===== src/rtl/serial_subtractor_pkg.sv =====
`default_nettype none
// ============================================================================
// Module      : serial_subtractor_pkg
// Description : State encodings and default width for the bit-serial
//               subtractor.
// Revision    : 1.0 - initial release
// ============================================================================
package serial_subtractor_pkg;

    localparam int c_default_width = 8;

    localparam logic [1:0] c_idle = 2'd0;
    localparam logic [1:0] c_run  = 2'd1;
    localparam logic [1:0] c_done = 2'd2;

endpackage : serial_subtractor_pkg
`default_nettype wire


===== src/rtl/serial_subtractor_full_subtractor.sv =====
`default_nettype none
// ============================================================================
// Module      : full_subtractor
// Description : One-bit combinational full subtractor (D = A - B - Bin).
// Revision    : 1.0 - initial release
// ============================================================================
module full_subtractor (
    input  logic A,
    input  logic B,
    input  logic Bin,
    output logic D,
    output logic Bout
);

    logic w_axb;

    assign w_axb = A ^ B;
    assign D     = w_axb ^ Bin;
    assign Bout  = (~A & B) | (~w_axb & Bin);

endmodule : full_subtractor
`default_nettype wire


===== src/rtl/serial_subtractor.sv =====
`default_nettype none
// ============================================================================
// Module      : serial_subtractor
// Description : Bit-serial WIDTH-bit subtractor, LSB first, with a
//               start/ready/done handshake.
// Revision    : 1.0 - initial release
// ============================================================================
module serial_subtractor
    import serial_subtractor_pkg::*;
#(
    parameter int WIDTH = c_default_width
) (
    input  logic             clk,
    input  logic             rst,
    input  logic             start,
    input  logic [WIDTH-1:0] A,
    input  logic [WIDTH-1:0] B,
    input  logic             Bin,
    output logic             ready,
    output logic             done,
    output logic [WIDTH-1:0] D,
    output logic             Bout,
    output logic             V
);

    localparam int                c_cnt_w = (WIDTH > 1) ? $clog2(WIDTH) : 1;
    localparam logic [c_cnt_w-1:0] c_last = c_cnt_w'(WIDTH - 1);

    logic [1:0]         r_state;
    logic [WIDTH-1:0]   r_a;
    logic [WIDTH-1:0]   r_b;
    logic [WIDTH-1:0]   r_d;
    logic               r_br;
    logic [c_cnt_w-1:0] r_cnt;
    logic               r_bout;
    logic               r_v;
    logic               r_a_msb;
    logic               r_b_msb;

    logic               w_d;
    logic               w_bo;

    full_subtractor u_cell (
        .A    (r_a[0]),
        .B    (r_b[0]),
        .Bin  (r_br),
        .D    (w_d),
        .Bout (w_bo)
    );

    always_ff @(posedge clk) begin
        if (rst) begin
            r_state <= c_idle;
            r_a     <= '0;
            r_b     <= '0;
            r_d     <= '0;
            r_br    <= 1'b0;
            r_cnt   <= '0;
            r_bout  <= 1'b0;
            r_v     <= 1'b0;
            r_a_msb <= 1'b0;
            r_b_msb <= 1'b0;
        end else begin
            case (r_state)
                c_idle: begin
                    if (start) begin
                        r_a     <= A;
                        r_b     <= B;
                        r_br    <= Bin;
                        r_cnt   <= '0;
                        r_a_msb <= A[WIDTH-1];
                        r_b_msb <= B[WIDTH-1];
                        r_bout  <= 1'b0;
                        r_v     <= 1'b0;
                        r_state <= c_run;
                    end
                end
                c_run: begin
                    // Result bits enter at the MSB so the first (LSB) bit lands at bit 0.
                    r_d  <= {w_d, r_d[WIDTH-1:1]};
                    r_a  <= r_a >> 1;
                    r_b  <= r_b >> 1;
                    r_br <= w_bo;
                    if (r_cnt == c_last) begin
                        r_cnt   <= '0;
                        r_bout  <= w_bo;
                        // w_d here is the result MSB.
                        r_v     <= (r_a_msb != r_b_msb) && (w_d != r_a_msb);
                        r_state <= c_done;
                    end else begin
                        r_cnt <= r_cnt + 1'b1;
                    end
                end
                c_done: begin
                    r_state <= c_idle;
                end
                default: begin
                    r_state <= c_idle;
                end
            endcase
        end
    end

    assign ready = (r_state == c_idle);
    assign done  = (r_state == c_done);
    assign D     = r_d;
    assign Bout  = r_bout;
    assign V     = r_v;

endmodule : serial_subtractor
`default_nettype wire


===== config.mk =====
export PLATFORM = sky130hd
export DESIGN_NAME = serial_subtractor
export DESIGN_NICKNAME = d
export VERILOG_FILES = /design/src/rtl/serial_subtractor_pkg.sv /design/src/rtl/serial_subtractor_full_subtractor.sv /design/src/rtl/serial_subtractor.sv
export SDC_FILE = /design/constraint.sdc
export NUM_CORES = 1
export LEC_CHECK = 0
export CAP_MARGIN = 20
export CORE_ASPECT_RATIO = 0.9
export CORE_MARGIN = 2
export CORE_UTILIZATION = 45
export CTS_BUF_LIST = sky130_fd_sc_hd__clkbuf_16
export CTS_CLUSTER_SIZE = 24
export DETAILED_ROUTE_END_ITERATION = 10
export DONT_BUFFER_PORTS = 1
export PLACE_DENSITY = 0.57
export SYNTH_ARGS = -nofsm -noshare
export SYNTH_HDL_FRONTEND = slang
export SYNTH_HIERARCHICAL = 1
export SYNTH_SLANG_ARGS = --single-unit

===== constraint.sdc =====
create_clock -name clk -period 1.9 [get_ports clk]
set_input_delay 0.19 -clock clk [delete_from_list [all_inputs] [get_ports clk]]
set_output_delay 0.19 -clock clk [all_outputs]
set_load 0.01 [all_outputs]

* Word-level counts from Yosys, hierarchy flattened
Cells that the tools add are included.
** Storage, ports and cells
- Flip-flop bits (word level) :: 34
- Bits in latches :: 0
- Bits in writable memories :: 0
- ROM bits :: 0
- Input port bits :: 20
- Output and inout bits :: 12
- Logic and storage cells :: 49
- Memories kept :: 0
** Cells by class
- Add/subtract/negate cells :: 1
- Multipliers :: 0
- Divide/modulo/power cells :: 0
- Magnitude comparators :: 0
- Equality and inequality tests :: 7
- Shift-type cells :: 0
- Muxes and demuxes :: 17
- Bitwise logic cells :: 7
- Reduce and logical (&&, ||, !) cells :: 7
** Operators with widths (count)
- 8-bit case mux with 2 select lines :: 2
- 8-bit 2-to-1 mux :: 2
- 3-bit 2-to-1 mux :: 2
- 1-bit case mux with 2 select lines :: 3
- 3-bit case mux with 2 select lines :: 1
- 2-bit AND reduction :: 3
- 1-bit 2-to-1 mux :: 4
- 2-bit 2-to-1 mux :: 2
- 2-bit inequality test (second input constant) :: 2
- 2-bit case mux with 2 select lines :: 1
- 3-bit by 1-bit adder with 3-bit output (second input constant) :: 1
- 3-bit == test (second input constant) :: 1
- 3-bit AND reduction :: 1
- 1-bit bitwise AND :: 2
- 2-bit by 1-bit == test with 1-bit output (second input constant) :: 1
- 2-bit == test (second input constant) :: 1
- 2-bit zero test :: 1
- 1-bit inequality test :: 2
- 1-bit NOT :: 2
- 2-bit nonzero test :: 1
- 1-bit XOR :: 2
- 1-bit logical AND :: 1
- 1-bit bitwise OR :: 1

* Longest topological paths before layout
Gate-level depths: netlist of run 1.
- Word-level depth :: 6
- Mapped depth :: 6
- Gate-level depth less buffers :: 5

* Hierarchy
The synthesis of run 1 kept the hierarchy.
** By module, submodules not included
- serial_subtractor :: times used 1, cells an instance 174, area each 1453.9 um2, sequential area each 680.7 um2
- full_subtractor :: times used 1, cells an instance 4, area each 31.3 um2, sequential area each 0.0 um2

* Least setup slack after synthesis of run 1
No wires, ideal clock.
- Path type :: reg-to-reg
- Start point :: reg r_b[0]
- End point :: reg r_v (netlist: V)
- Library setup time :: 0.070 ns
- Data arrival time :: 1.551 ns
- Required time :: 1.830 ns
- Setup slack :: 0.279 ns
- Cell stages (with the launch flop) :: 6
- Path buffers :: 0
- Period minus slack after synthesis :: 1.621 ns
- Cell sequence :: dfxtp_1 -> inv_1 -> fa_1 -> or3b_2 -> a21o_1 -> a21oi_1
** On the way
- Cells in the longest elaborated chain, start to end :: 6
** RTL lines
- start: declaration :: RTL line serial_subtractor.sv:31 : logic [WIDTH-1:0] r_b;
- start signal: assignment :: RTL line serial_subtractor.sv:82 : r_b <= r_b >> 1;
- 1-bit XOR :: RTL line serial_subtractor_full_subtractor.sv:17 : assign w_axb = A ^ B;
- 1-bit XOR :: RTL line serial_subtractor_full_subtractor.sv:18 : assign D = w_axb ^ Bin;
- via w_d :: RTL line serial_subtractor.sv:40 : logic w_d;
- 1-bit inequality test :: RTL line serial_subtractor.sv:88 : r_v <= (r_a_msb != r_b_msb) && (w_d != r_a_msb);
- 1-bit logical AND :: RTL line serial_subtractor.sv:88
- 1-bit 2-to-1 mux :: RTL line serial_subtractor.sv:84 : if (r_cnt == c_last) begin
- 1-bit case mux with 2 select lines :: RTL line serial_subtractor.sv:64 : case (r_state)
- end signal: assignment :: RTL line serial_subtractor.sv:88
- end: declaration :: RTL line serial_subtractor.sv:36 : logic r_v;
The timed path passes the listed nets, and every way through them passes these cells. The select of a mux whose other input is x is not followed.
A chain may end at the register's enable or synchronous reset.

* Worst setup path after layout of run 1
Same ends and word-level chain as after synthesis.

==> metrics.txt, run 1 <==
status completed; worst skew pair latency approximately 0.27 ns; Tot Pwr 0.001986 W; Non-Filler Instances around 220; fmax ~0.58 GHz; Mapped Nets 201; ys async rst share 0%; Ports 32; layout cells sized above 1 under 10%; die area 3776 sq um; flops & latches, synth 34; initial core utilization 48.06%; Final HPWL DP 1961 um; slowest stage cell, crit path fa_1; Max Cap Violations 0; peak supply drop 0.6291 mV; vias in the first global route 1164; post-synth cell types 29; Bufs and invs on worst path 1; via count 1151; RSZ-0062 raised after global routing false; RePlAce Congestion 0.7097; DP Cell Count about 210; TritonCTS clock tree done; Die W 64.56 um; Sink Count 34; clock buffer count from CTS 5; DIE HEIGHT 58.50 um; CP delay by family, top adder cells; Period minus WS final 1.715 ns; first-pass GRT wire length 5064 um; crit end category flip-flop; initial antenna violation count 0; Post-synth EDFFs 0; Tcrit/Tclk final between 90% and 100%; Syn Area/Cell 8.344 sq um; worst hold path type in2reg; Cells after Synth 178; Top FF cell, synth dfxtp_1; Ys Warns 6; Worst Setup Start Kind flip-flop; area of the core 3090 sq um; hold_buf cts 1; post-DR wirelength/cell 13.61 um; WL final ~3000 um; NumNets Final 198; first-pass detailed-route iteration total 4; Starting DRT DRC Count 57; Synth Cell Area 1485 sq um; Antenna Nets Post-Route 0; critical path, cell by cell inv_1, fa_1, or3b_2, a21o_1, a21oi_1; Worst Tran Pin Value around 0.42 ns; Cell Pwr Density 1191 nW/um^2; area leader, netlist dfxtp_1; ANT cells 0; largest net degree at the start of global routing 35; H-tree levels 2; Final TNS setup 0 ns; top post-synthesis cells by area dfxtp_1 46%, nand2_1 10%, a21oi_1 10%, a211oi_1 7.1%, nor2_1 4.5%; WS Path Type reg2reg; Leakage about 0.64 nW; Remaining Overflow, GRT 0; Worst path max stage delay 0.49 ns; CTS root buf clkbuf_16; critical path arrival 1.92 ns; Final setup viols 0; Area growth, synth to finish 12.22%; post-synth top area share between 40 and 50%; count of final hold-check violations 0; gr usage total 17.88%; vias per cell 5.280; slew margin rel. 71.72%; Final Max Tran Viols 0; post-CTS setup buffers 0; critical path fanouts, max 3; WP data required 2.10 ns; cts repair resizes 0; Core Rows 19; DRC Markers 0; Reg clk slew, reported paths 0.05 ns; Bufs on Longest Clock Path 2; port bufs 0; sequential fraction of the synthesis area 45.83%; clk_skew 0.004869 ns
==> layout make-up <==
cell class,instances,area [sq um]
clock buffer,5,125.1
clock inverter,3,63.81
tap,42,52.55
multi-input combinational,126,683.2
timing repair buffer,5,50.05
inverter,3,11.26
sequential,34,680.7
fill,308,1424
==> Yosys cell counts, types with 2 or more instances <==
master	number
ha_1	2
buf_4	5
buf_6	3
a211oi_1	14
dfxtp_1	34
nand3_1	4
nor2_1	18
clkbuf_1	5
nand2_1	41
inv_1	3
a21oi_1	30
nand3b_1	2
==> report_power, final <==
group / internal, W / switching, W / total, W
Clock: 0.000746 / 0.000276 / 0.00102
Combinational: 0.0000690 / 0.000109 / 0.000178
Sequential: 0.000757 / 0.0000291 / 0.000786
Total: 0.00157 / 0.000414 / 0.00199
==> flip-flops by register name, indices dropped and copies added (netlist names), 2 cells and up <==
signal,cells
r_b,8
D,8
r_cnt,3
r_state,2
r_a,8
==> routing by layer <==
metal	global-route usage [%]	vias to the layer above	routed length, um
met2	29.02	25	1392
met1	22.03	531	1411
met5	0	-	0
li1	-	593	-
met4	5.471	0	16
met3	7.266	2	145
==> final timing paths <==
check | start | endpoint | slack, ns | cells after the start
min | B[5] | r_b[5]$_SDFFE_PP0P_ | 0.06 | 2
min reg2reg | r_b_msb$_SDFFE_PP0P_ | r_b_msb$_SDFFE_PP0P_ | 0.47 | 2
max reg2reg | r_b[0]$_SDFFE_PP0P_ | V$_SDFFE_PP0P_ | 0.18 | 5
max | r_b[0]$_SDFFE_PP0P_ | V$_SDFFE_PP0P_ | 0.18 | 5
==> layout by cell type, fill, tap and decap left out, types with 2 or more instances in the layout <==
master     count
a211oi_1      14
buf_4          4
inv_1          3
dfxtp_1       34
nand3b_1       2
nor2_1        18
a21oi_1       30
nand2_1       41
clkbuf_16      5
nand3_1        4
ha_1           2
bufinv_16      2
==> cell families (layout without fill, tap and decap cells) <==
group           count (synthesis)  count (layout)  share of synthesized area (%)
compound gates                 51              51                          22.24
fa+ha+maj                       3               3                          3.033
simple gates                   72              72                          20.73
flops                          34              34                          45.83
buf+inv                        18              16                          8.171
==> stage by stage <==
step | hold WS [ns] | setup WS, ns | utilization, % | instance area [sq um]
final | 0.05618 | 0.1849 | 53.93 | 1667
after global routing | 0.06485 | 0.1107 | 53.93 | 1667
after CTS | 0.05437 | 0.1896 | 53.93 | 1667
after detailed placement | 0.2638 | 0.1935 | 47.17 | 1458
after global placement | 0.2632 | 0.2432 | 47.17 | 1458
after floorplan | 0.3310 | 0.2790 | - | 1485
(Power assumes the default switching activity.)
==> run 2, diff against run 1 <==
--- a/config.mk
+++ b/config.mk
@@ -5,15 +5,13 @@
 export SDC_FILE = /design/constraint.sdc
 export NUM_CORES = 1
 export LEC_CHECK = 0
-export CAP_MARGIN = 20
 export CORE_ASPECT_RATIO = 0.9
 export CORE_MARGIN = 2
 export CORE_UTILIZATION = 45
 export CTS_BUF_LIST = sky130_fd_sc_hd__clkbuf_16
 export CTS_CLUSTER_SIZE = 24
 export DETAILED_ROUTE_END_ITERATION = 10
-export DONT_BUFFER_PORTS = 1
-export PLACE_DENSITY = 0.57
+export PLACE_DENSITY = 0.69
 export SYNTH_ARGS = -nofsm -noshare
 export SYNTH_HDL_FRONTEND = slang
 export SYNTH_HIERARCHICAL = 1
==> run 2 against run 1 <==
Design area increased by 17%. Global-route usage grew 1.2 points. Non-clock buffer count is 32 higher. Sequential cell count stayed put. Wire length is 12% higher. Die area unchanged. Worst setup slack better by 0.018 ns. Clock skew is essentially flat. Final cell count up 15%. Sequential share of layout area is 5.9 points lower. Sequential power hardly changed. Largest cell class unchanged. Highest routed layer unchanged.
==> metrics.txt, run 2 (synthesis results as in run 1) <==
fmax 0.5893 GHz; initial antenna violation count 0; post-DR wirelength/cell approximately 13 um; Tcrit/Tclk final 89.32%; hold_buf cts 0; worst skew pair latency roughly 0.27 ns; Non-Filler Instances 250; # fillers roughly 280; Worst path max stage delay approximately 0.5 ns; TritonCTS clock tree done; NumNets Final 230; critical path arrival 1.90 ns; crit end category flip-flop; vias in the first global route 1239; clock buffer count from CTS 5; DIE HEIGHT between 50 and 60 um; Sink Count 34; vias per cell 5.176; most common cell after layout, fill and taps aside nand2_1; RSZ-0062 raised after global routing false; largest net degree at the start of global routing 35; Final Max Tran Viols 0; Area growth, synth to finish 31.00%; Antenna Nets Post-Route 0; Leakage approximately 0.75 nW; Die W 64.56 um; Worst Tran Pin Value between 0.4 and 0.5 ns; worst hold path type reg2reg; clk_skew 0.004619 ns; port bufs 31; cts repair resizes 0; critical path, cell by cell inv_1, fa_1, or3b_2, a21o_1, a21oi_1; Reg clk slew, reported paths about 0.05 ns; DP Cell Count 242; critical path fanouts, max 3; status completed; initial core utilization 48.06%; WS Path Type reg2reg; count of final hold-check violations 0; via count 1294; area of the core just over 3000 sq um; WL final around 3300 um; CTS root buf clkbuf_16; RePlAce Congestion 0.7698; first-pass GRT wire length approximately 5600 um; Ports 32; Final HPWL DP 2267 um; Period minus WS final 1.697 ns; layout cells sized above 1 about 7.7%; Max Cap Violations 0; slew margin rel. 69.67%; first-pass detailed-route iteration total 4; Bufs on Longest Clock Path 2; DRC Markers 0; Starting DRT DRC Count 75; Final setup viols 0; gr usage total 19.05%; H-tree levels 2; Remaining Overflow, GRT 0; WP data required 2.10 ns; Final TNS setup 0 ns; Core Rows 19; most frequent cells in the layout 41 x nand2_1, 34 x dfxtp_1, 31 x clkdlybuf4s50_1; ANT cells 0; peak supply drop 0.6911 mV; Cell Pwr Density 977.9 nW/um^2; die area 3776 sq um; Worst Setup Start Kind flip-flop; slowest stage cell, crit path fa_1; post-CTS setup buffers 0
## run 2: layer usage
layer	part of all wire, %	up-vias	track usage [%]
met1	45	607	23.62
met3	4.5	5	5.163
met2	49	25	32.44
met4	1.0	0	6.383
met5	0	-	0
li1	-	657	-
## run 2: final timing paths
kind	from	end	slack, ns	depth (start not counted)
setup / recovery	r_b[0]$_SDFFE_PP0P_	V$_SDFFE_PP0P_	0.20	5
setup reg to reg	r_b[0]$_SDFFE_PP0P_	V$_SDFFE_PP0P_	0.20	5
hold / removal	r_b[7]$_SDFFE_PP0P_	r_b[7]$_SDFFE_PP0P_	0.46	2
hold reg to reg	r_b[7]$_SDFFE_PP0P_	r_b[7]$_SDFFE_PP0P_	0.46	2
## run 2: per-stage QoR
stage / hold WS (ns) / area, sq um / worst slack (ns) / util [%] / total power (W)
after global placement: 0.4439 / 1783 / 0.2455 / 57.69 / 0.001022
after detailed placement: 0.4520 / 1783 / 0.2063 / 57.69 / 0.001033
after floorplan: 0.3310 / 1485 / 0.2790 / - / 0.0009582
after CTS: 0.4591 / 1946 / 0.1943 / 62.96 / 0.001918
final: 0.4577 / 1946 / 0.2030 / 62.96 / 0.001903
after global routing: 0.4950 / 1946 / 0.1435 / 62.96 / 0.001979
## run 2: cell type report
cell class / instances / area [sq um] / area share, %
clock buffers: 5 / 125.1 / 6.431
clock inverters: 3 / 37.54 / 1.929
inverters: 3 / 11.26 / 0.5788
multi-input cells: 126 / 683.2 / 35.11
flip-flops and latches: 34 / 680.7 / 34.98
well taps: 42 / 52.55 / 2.701
repair buffers: 37 / 355.3 / 18.26
## run 2: critical path, delay by kind of cell (launching register included)
| family | cells | cell delay [ns] |
|---|---|---|
| flops | 1 | 0.32 |
| fa+ha+maj | 1 | 0.50 |
| buf+inv | 1 | 0.06 |
| compound gates | 2 | 0.30 |
| simple gates | 1 | 0.45 |
## run 2: where the power goes
part,internal (W),switching [W],total [W]
clock,0.000608,0.000274,0.000882
sequential,0.000757,0.0000297,0.000787
combinational,0.000110,0.000123,0.000233
